[src/rtl/joy_serial_tx_if.sv]
// rtl/joy_serial_tx_if.sv - serial joystick chain pin bundle
// Purpose: groups the three chain pins between the host reader and the responder.
// Signals:
//   joy_clk  - host shift clock, rising edge active
//   joy_load - host load strobe, active low
//   joy_data - serial slot data back to the host
// Modports: master = host side, slave = responder side.
interface joy_serial_tx_if;
  logic joy_clk;
  logic joy_load;
  logic joy_data;

  modport master (output joy_clk, output joy_load, input joy_data);
  modport slave  (input joy_clk, input joy_load, output joy_data);
endinterface

[src/rtl/joy_serial_tx.sv]
// rtl/joy_serial_tx.sv - two-player serial joystick chain responder
// Purpose: stands in for the external joystick shift registers; on a host load
// captures both active-low joystick states into a 26-slot frame and presents one
// slot per host clock rise on joy_data.
// Ports:
//   clk_48M    - system clock (>= 8x joy_clk)
//   reset      - synchronous active-high reset
//   joy        - chain pins (slave modport): joy_clk, joy_load in, joy_data out
//   joy1_n     - player-1 state, active low
//   joy2_n     - player-2 state, active low
//   bit_index  - slot on joy_data, 0..25, 26 when idle
//   frame_done - one-cycle pulse when slot 25 is shifted out
//   resync     - one-cycle pulse when a load interrupts a frame in flight
module joy_serial_tx #(
  parameter int SYNC_STAGES = 2
) (
  input  logic             clk_48M,
  input  logic             reset,
  joy_serial_tx_if.slave   joy,
  input  logic [11:0]      joy1_n,
  input  logic [11:0]      joy2_n,
  output logic [4:0]       bit_index,
  output logic             frame_done,
  output logic             resync
);

  localparam logic [4:0] IDX_LAST = 5'd25;
  localparam logic [4:0] IDX_IDLE = 5'd26;

  typedef enum logic {ST_IDLE, ST_SHIFT} state_t;

  state_t                 state_q;
  logic [SYNC_STAGES-1:0] clk_sync_q;
  logic [SYNC_STAGES-1:0] load_sync_q;
  logic                   clk_dly_q;
  logic [25:0]            frame_q;
  logic                   joy_data_q;
  logic [4:0]             bit_index_q;
  logic                   frame_done_q;
  logic                   resync_q;

  logic [25:0]            frame_d;
  logic                   evt;
  logic                   load_evt;

  // Slot n of the frame lives in bit n; slot 0 is presented first.
  assign frame_d = {joy1_n[7], joy1_n[9], joy1_n[11], joy1_n[10],
                    joy2_n[7], joy2_n[9], joy2_n[11], joy2_n[10],
                    joy2_n[0], joy2_n[1], joy2_n[2], joy2_n[3],
                    joy2_n[4], joy2_n[5], joy2_n[6], joy2_n[8],
                    joy1_n[0], joy1_n[1], joy1_n[2], joy1_n[3],
                    joy1_n[4], joy1_n[5], joy1_n[6], joy1_n[8],
                    2'b11};

  assign evt      = clk_sync_q[SYNC_STAGES-1] & ~clk_dly_q;
  assign load_evt = evt & ~load_sync_q[SYNC_STAGES-1];

  always_ff @(posedge clk_48M) begin
    if (reset) begin
      state_q      <= ST_IDLE;
      clk_sync_q   <= '1;
      load_sync_q  <= '1;
      clk_dly_q    <= 1'b1;
      frame_q      <= '1;
      joy_data_q   <= 1'b1;
      bit_index_q  <= IDX_IDLE;
      frame_done_q <= 1'b0;
      resync_q     <= 1'b0;
    end else begin
      clk_sync_q   <= {clk_sync_q[SYNC_STAGES-2:0], joy.joy_clk};
      load_sync_q  <= {load_sync_q[SYNC_STAGES-2:0], joy.joy_load};
      clk_dly_q    <= clk_sync_q[SYNC_STAGES-1];
      frame_done_q <= 1'b0;
      resync_q     <= 1'b0;

      if (load_evt) begin
        // frame_q holds the slots still to come, already shifted by one.
        frame_q     <= {1'b1, frame_d[25:1]};
        joy_data_q  <= frame_d[0];
        resync_q    <= (state_q == ST_SHIFT) && (bit_index_q != 5'd0);
        bit_index_q <= 5'd0;
        state_q     <= ST_SHIFT;
      end else if (evt && state_q == ST_SHIFT) begin
        if (bit_index_q == IDX_LAST) begin
          frame_q      <= '1;
          joy_data_q   <= 1'b1;
          bit_index_q  <= IDX_IDLE;
          frame_done_q <= 1'b1;
          state_q      <= ST_IDLE;
        end else begin
          frame_q     <= {1'b1, frame_q[25:1]};
          joy_data_q  <= frame_q[0];
          bit_index_q <= bit_index_q + 5'd1;
        end
      end
    end
  end

  assign joy.joy_data = joy_data_q;
  assign bit_index    = bit_index_q;
  assign frame_done   = frame_done_q;
  assign resync       = resync_q;

endmodule

[src/flat_wrapper.sv]
// flat-port wrapper written by rule: the top's interface ports become plain ports
module joy_serial_tx_flat 
#(
  parameter int SYNC_STAGES = 2
)
  (clk_48M, reset, joy1_n, joy2_n, bit_index, frame_done, resync, joy_joy_clk, joy_joy_load, joy_joy_data);
  joy_serial_tx_if joy_i ();
  input  logic clk_48M;
  input  logic reset;
  input  logic [11:0] joy1_n;
  input  logic [11:0] joy2_n;
  output logic [4:0] bit_index;
  output logic frame_done;
  output logic resync;
  input wire logic [$bits(joy_i.joy_clk)-1:0] joy_joy_clk;
  input wire logic [$bits(joy_i.joy_load)-1:0] joy_joy_load;
  output wire logic [$bits(joy_i.joy_data)-1:0] joy_joy_data;
  assign joy_i.joy_clk = joy_joy_clk;
  assign joy_i.joy_load = joy_joy_load;
  assign joy_joy_data = joy_i.joy_data;
  joy_serial_tx #(.SYNC_STAGES(SYNC_STAGES)) u_core (.clk_48M(clk_48M), .reset(reset), .joy(joy_i), .joy1_n(joy1_n), .joy2_n(joy2_n), .bit_index(bit_index), .frame_done(frame_done), .resync(resync));
endmodule
[config.mk]
export PLATFORM = sky130hd
export DESIGN_NAME = joy_serial_tx_flat
export DESIGN_NICKNAME = d
export VERILOG_FILES = /design/src/rtl/joy_serial_tx_if.sv /design/src/rtl/joy_serial_tx.sv /design/src/flat_wrapper.sv
export SDC_FILE = /design/constraint.sdc
export NUM_CORES = 1
export LEC_CHECK = 0
export ABC_AREA = 1
export CORE_MARGIN = 5
export CORE_UTILIZATION = 55
export CTS_CLUSTER_SIZE = 14
export DETAILED_ROUTE_END_ITERATION = 7
export PLACE_DENSITY_LB_ADDON = 0.12
export SLEW_MARGIN = 20
export SYNTH_ARGS = -nofsm -noshare
export SYNTH_HDL_FRONTEND = slang
export SYNTH_SLANG_ARGS = --single-unit
[constraint.sdc]
create_clock -name clk_48M -period 2.9 [get_ports clk_48M]
set_clock_uncertainty 0.05 [all_clocks]
set_input_delay 0.58 -clock clk_48M [delete_from_list [all_inputs] [get_ports clk_48M]]
set_output_delay 0.58 -clock clk_48M [all_outputs]
set_load 0.02 [all_outputs]
==> impl_metrics.ini, run 1 <==
[min_path]
hp-class = reg -> reg
min_to = u_core.load_sync_q[1]$_SDFF_PP1_
hold_start = u_core.load_sync_q[0]$_SDFF_PP1_
hold_depth = 1

[floorplan]
dieArea_um2 = 5000
die_w_um = 70.7
core_um2 = 3610
dieHeight_um = 70.7
start_util_pct = 56.2
rows = 22
io_pins = 36

[yosys]
ys.flop_type = dfxtp_1
yosys_warnings = 0
avgSynthCellArea_um2 = 6.69
synth_fp_nets = 334
ys_ff_latch = 39
synth_cell_types = 21
async_reset_ff_share_pct = 0
syn_inst = 303
netlist_area_um2 = 2030
synth_edf_count = 0
seq_area_frac_synth_pct = 38.5

[outcome]
status = completed

[sta]
fmax_ghz = 0.484
relSlewSlack_pct = 69.6
tns_ns = 0
period_share_pct = 71.2
drv_slew = 0
finalSetupViolCount = 0
holdWs_ns = 0.363
tightest_slew_ns = 0.455
finalHoldViolations = 0
rsz0062_at_grt = false
period_needed_ns = 2.07

[drt]
drt-pass1-iter-count = 4
routed_via_density = 4.81
dr_wl_met3_um = 164
wl_per_cell_um = 10.7
postRouteAntennaNets = 0
drc_errors = 0
drtIter0Drc = 126
maxUsedRoutingLayer = met4
wl_met1_um = 1960
drt-total-wl_um = 4070
vias = 1831
wl_met2_um = 1900

[cells_and_area]
register_area_um2 = 781
fin_util_pct = 67.8
drive_gt1_share_pct = 11.1
final_common_cell = nand2_1
layout_common_cells = nand2_1, nand3_1, inv_1
syn2layout_area_growth_pct = 20.6
fillers = 342
n_antenna_cell = 0
multi_input_area_um2 = 991
final_cells = 381
final_nets = 363

[global_routing]
grt_max_degree = 36
overflow = 0
grt_pass1_vias = 1696
track_usage_pct = 17.5
grt_first_pass_wirelength_um = 7250
antenna_found_initial = 0

[clock_tree]
cts_tree = done
htreeDepth = 2
cts_resized = 0
ctsHoldBuffers = 0
clockBufferDepth = 2
cts.clk_slew.worst_paths_ns = 0.07
clk_latency_ns = 0.29
numClockSinks = 39
cts_setup_buffers = 0
numCtsBuffers = 5
cts_root_buf = clkbuf_8

[setup_path]
worst_path_max_delay_cell = clkdlybuf4s50_1
required_ns = 2.27
crit-reg2reg-launch = u_core.clk_sync_q[1]$_SDFF_PP1_
critPathKind = reg -> out
arrival_ns = 1.44
r2r_slack_ns = 1.29
max_stage_delay_ns = 0.66
worstRegToRegCells = 4
path_delay_family = buffers and inverters
worstSetupEndpointType = output pin
r2r_end = u_core.frame_q[8]$_SDFFE_PP1P_
path_buf_inv = 1
startpoint_type = register
worstPathCellList = clkdlybuf4s50_1
crit_fanout = 8

[placement]
portBuffers = 35
placed_cells = 373
dp_hpwl_um = 2670
gp_congestion = 0.738

[flow_run]
maxCapViolations = 0

[power]
irDropWorstVdd_mv = 0.310
powerDensity_nw_per_um2 = 402
p_leak_nw = 1.35
[final cells by class]
class,count,share of cell area (%)
multi-input combinational,204,40.6
sequential,39,32.0
timing repair buffer,36,14.6
inverter,46,7.07
clock buffer,7,3.12
tap,48,2.46
clock inverter,1,0.205
[through the flow]
stage | total power [W] | instance area (um2) | worst slack (ns)
after floorplan | 0.000604 | 2030 | 1.42
after global placement | 0.000646 | 2360 | 1.04
after detailed placement | 0.000648 | 2360 | 1.00
after CTS | 0.000993 | 2440 | 0.832
after global routing | 0.00102 | 2440 | 0.798
final | 0.000984 | 2440 | 0.835
[cells by family (layout without fill, tap and decap cells)]
logic type	Yosys count	after routing	synth area share, %
fa+ha+maj	3	3	1.85
flops	39	39	38.5
simple gates	199	199	46.6
compound gates	2	2	0.494
buf+inv	60	90	12.5
[where the power goes]
group	internal [W]	total, W	switching (W)
Sequential	0.000543	0.000547	0.00000441
Combinational	0.0000537	0.0000878	0.0000342
Clock	0.000169	0.000349	0.000180
Total	0.000765	0.000984	0.000219
[cell usage after synthesis (2+ instances only)]
cell type	n	area share, %
buf_2	8	2.0
or2_2	22	6.8
clkbuf_1	3	0.56
nor2_1	17	3.2
dfxtp_1	39	39
nand3_4	2	1.7
nand4_1	4	1.2
nand3_1	58	14
inv_2	2	0.37
inv_1	44	8.2
nand2_1	91	17
ha_1	3	1.9
buf_6	2	1.1
[registers in the layout (all words and copies together) (netlist names)]
name	count
u_core.resync	1
u_core.frame_q	25
u_core.joy.joy_data	1
u_core.clk_dly_q	1
u_core.bit_index	5
u_core.state_q	1
u_core.frame_done	1
u_core.clk_sync_q	2
u_core.load_sync_q	2
[how the worst max path moves through the flow]
stage | startpoint | to | slack, ns | cells after the start
floorplan | u_core.bit_index[1]$_SDFFE_PP1P_ | u_core.frame_q[10]$_SDFFE_PP1P_ | 1.42 | 9
global placement | reset | u_core.joy.joy_data$_SDFFE_PP1P_ | 1.04 | 7
detailed placement | reset | u_core.frame_q[0]$_SDFFE_PP1P_ | 1.00 | 7
CTS | u_core.bit_index[2]$_SDFFE_PP0P_ | bit_index[2] | 0.83 | 1
global route | u_core.bit_index[2]$_SDFFE_PP0P_ | bit_index[2] | 0.80 | 1
finish | u_core.bit_index[2]$_SDFFE_PP0P_ | bit_index[2] | 0.83 | 1
[routing by layer]
metal / track usage [%] / vias to the layer above
met2: 29.8 / 30
met1: 22.3 / 814
li1: - / 983
met4: 5.22 / 0
met5: 0 / -
met3: 3.55 / 4
No activity file was read; power rests on OpenSTA's default activity.
==> run 2: changes to the inputs <==
CORE_UTILIZATION = 52   (was 55)
clock period = 2 ns   (was 2.9 ns; I/O delays follow)
==> run 2 against run 1 <==
Against the previous run: cell count rose by 0.52%; combinational power rose by 51%; first-iteration DRC count fell by 14%; flip-flop and latch count did not move; sequential power rose by 45%; utilization fell by 0.90 points; register-to-register slack got worse by 0.88 ns; non-clock buffer count rose by 3.
==> impl_metrics.ini, run 2 (synthesis gave the netlist of run 1 again) <==
[outcome]
status = completed

[power]
powerDensity_nw_per_um2 = 588
seq_power_share_pct = 54.2
switching_share_pct = 22.1
p_int_w = 0.00114
netSwitchingPower_w = 0.000323
p_clk_share_pct = 36.7
p_leak_nw = 1.37
irDropWorstVdd_mv = 0.443
pwr-share-comb_pct = 9.1

[setup_path]
path_buf_inv = 1
cp.depth = 1
worstRegToRegCells = 8
required_ns = 1.55
startpoint_type = register
crit_fanout = 8
critPathKind = reg -> out
worst_path_max_delay_cell = clkdlybuf4s50_1
worstSetupEndpointType = output pin
crit-reg2reg-launch = u_core.bit_index[1]$_SDFFE_PP1P_
max_stage_delay_ns = 0.66
startpoint = u_core.bit_index[2]$_SDFFE_PP0P_
worstPathCellList = clkdlybuf4s50_1
path_delay_family = buffers and inverters
arrival_ns = 1.42

[drt]
routed_via_density = 4.90
postRouteAntennaNets = 0
drc_errors = 0
vias = 1877
drtIter0Drc = 108
drt-total-wl_um = 4160
drt-pass1-iter-count = 4
wl_per_cell_um = 10.8

[sta]
finalSetupViolCount = 0
period_share_pct = 93.6
tightest_slew_ns = 0.450
relSlewSlack_pct = 69.9
rsz0062_at_grt = false
period_needed_ns = 1.87
tns_ns = 0
drv_slew = 0
fmax_ghz = 0.534
holdWs_ns = 0.365
finalHoldViolations = 0

[floorplan]
rows = 22
die_w_um = 72.4
start_util_pct = 54.5
core_um2 = 3720
dieArea_um2 = 5240
dieHeight_um = 72.4
io_pins = 36

[global_routing]
grt_pass1_vias = 1619
grt_first_pass_wirelength_um = 7010
track_usage_pct = 16.5
grt_max_degree = 30
overflow = 0
antenna_found_initial = 0

[clock_tree]
numClockSinks = 39
htreeDepth = 2
cts_resized = 0
cts_root_buf = clkbuf_8
clk_latency_ns = 0.29
cts_tree = done
cts_setup_buffers = 0
clockBufferDepth = 2
cts.clk_slew.worst_paths_ns = 0.07
ctsHoldBuffers = 0
numCtsBuffers = 5

[cells_and_area]
syn2layout_area_growth_pct = 22.7
largest_reg_flops = 25
drive_gt1_share_pct = 12.2
final_nets = 366
regMostFlops = u_core.frame_q
final_common_cell = nand2_1
n_antenna_cell = 0
fillers = 356
layout_common_cells = nand2_1, nand3_1, inv_1

[placement]
gp_congestion = 0.812
dp_hpwl_um = 2840
portBuffers = 35

[min_path]
hp-class = reg -> reg
hold_depth = 1
hold_start = u_core.load_sync_q[0]$_SDFF_PP1_

[flow_run]
maxCapViolations = 0
## run 2: through the flow
step	utilization [%]	power (W)	instances	instance area [um2]	setup slack (ns)
5_1_grt	66.9	0.00151	383	2480	0.0537
3_5_place_dp	64.5	0.000945	376	2400	0.361
4_1_cts	66.9	0.00147	383	2480	0.126
3_3_place_gp	64.5	0.000943	376	2400	0.368
2_1_floorplan	-	0.000876	303	2030	0.517
6_report	66.9	0.00146	383	2480	0.128
## run 2: final timing paths
kind / end / slack [ns]
max: bit_index[2] / 0.13
max reg2reg: u_core.frame_q[5]$_SDFFE_PP1P_ / 0.41
min: u_core.load_sync_q[1]$_SDFF_PP1_ / 0.37
min reg2reg: u_core.load_sync_q[1]$_SDFF_PP1_ / 0.37
## run 2: layer usage
layer / vias to the layer above / GRT usage, % / share of wire, %
met5: - / 0 / 0
met4: 0 / 4.51 / 1.2
met3: 7 / 4.02 / 4.3
met2: 33 / 28.7 / 48
met1: 847 / 20.3 / 46
li1: 990 / - / -
## run 2: final cells by class
class / instances / area, um2 / area share [%]
Timing Repair Buffer: 39 / 393 / 15.8
Clock inverter: 1 / 5.00 / 0.201
Inverter: 46 / 173 / 6.95
Sequential cell: 39 / 781 / 31.4
Multi-Input combinational cell: 204 / 991 / 39.9
Tap cell: 48 / 60.1 / 2.42
Clock buffer: 6 / 82.6 / 3.32
## run 2: power by group through the flow
stage,registers [W],clock network [W],logic [W]
final,0.000793,0.000536,0.000133
after global routing,0.000794,0.000574,0.000146
after detailed placement,0.000811,0,0.000134
after global placement,0.000811,0,0.000132
after floorplan,0.000810,0,0.0000651
after CTS,0.000793,0.000539,0.000134
==> run 3: changes to the inputs <==
CAP_MARGIN = 25   (was default)
GPL_ROUTABILITY_DRIVEN = 0   (was default)
==> results of run 3 <==
The final DEF is identical to that of run 2; final timing and power are the same.
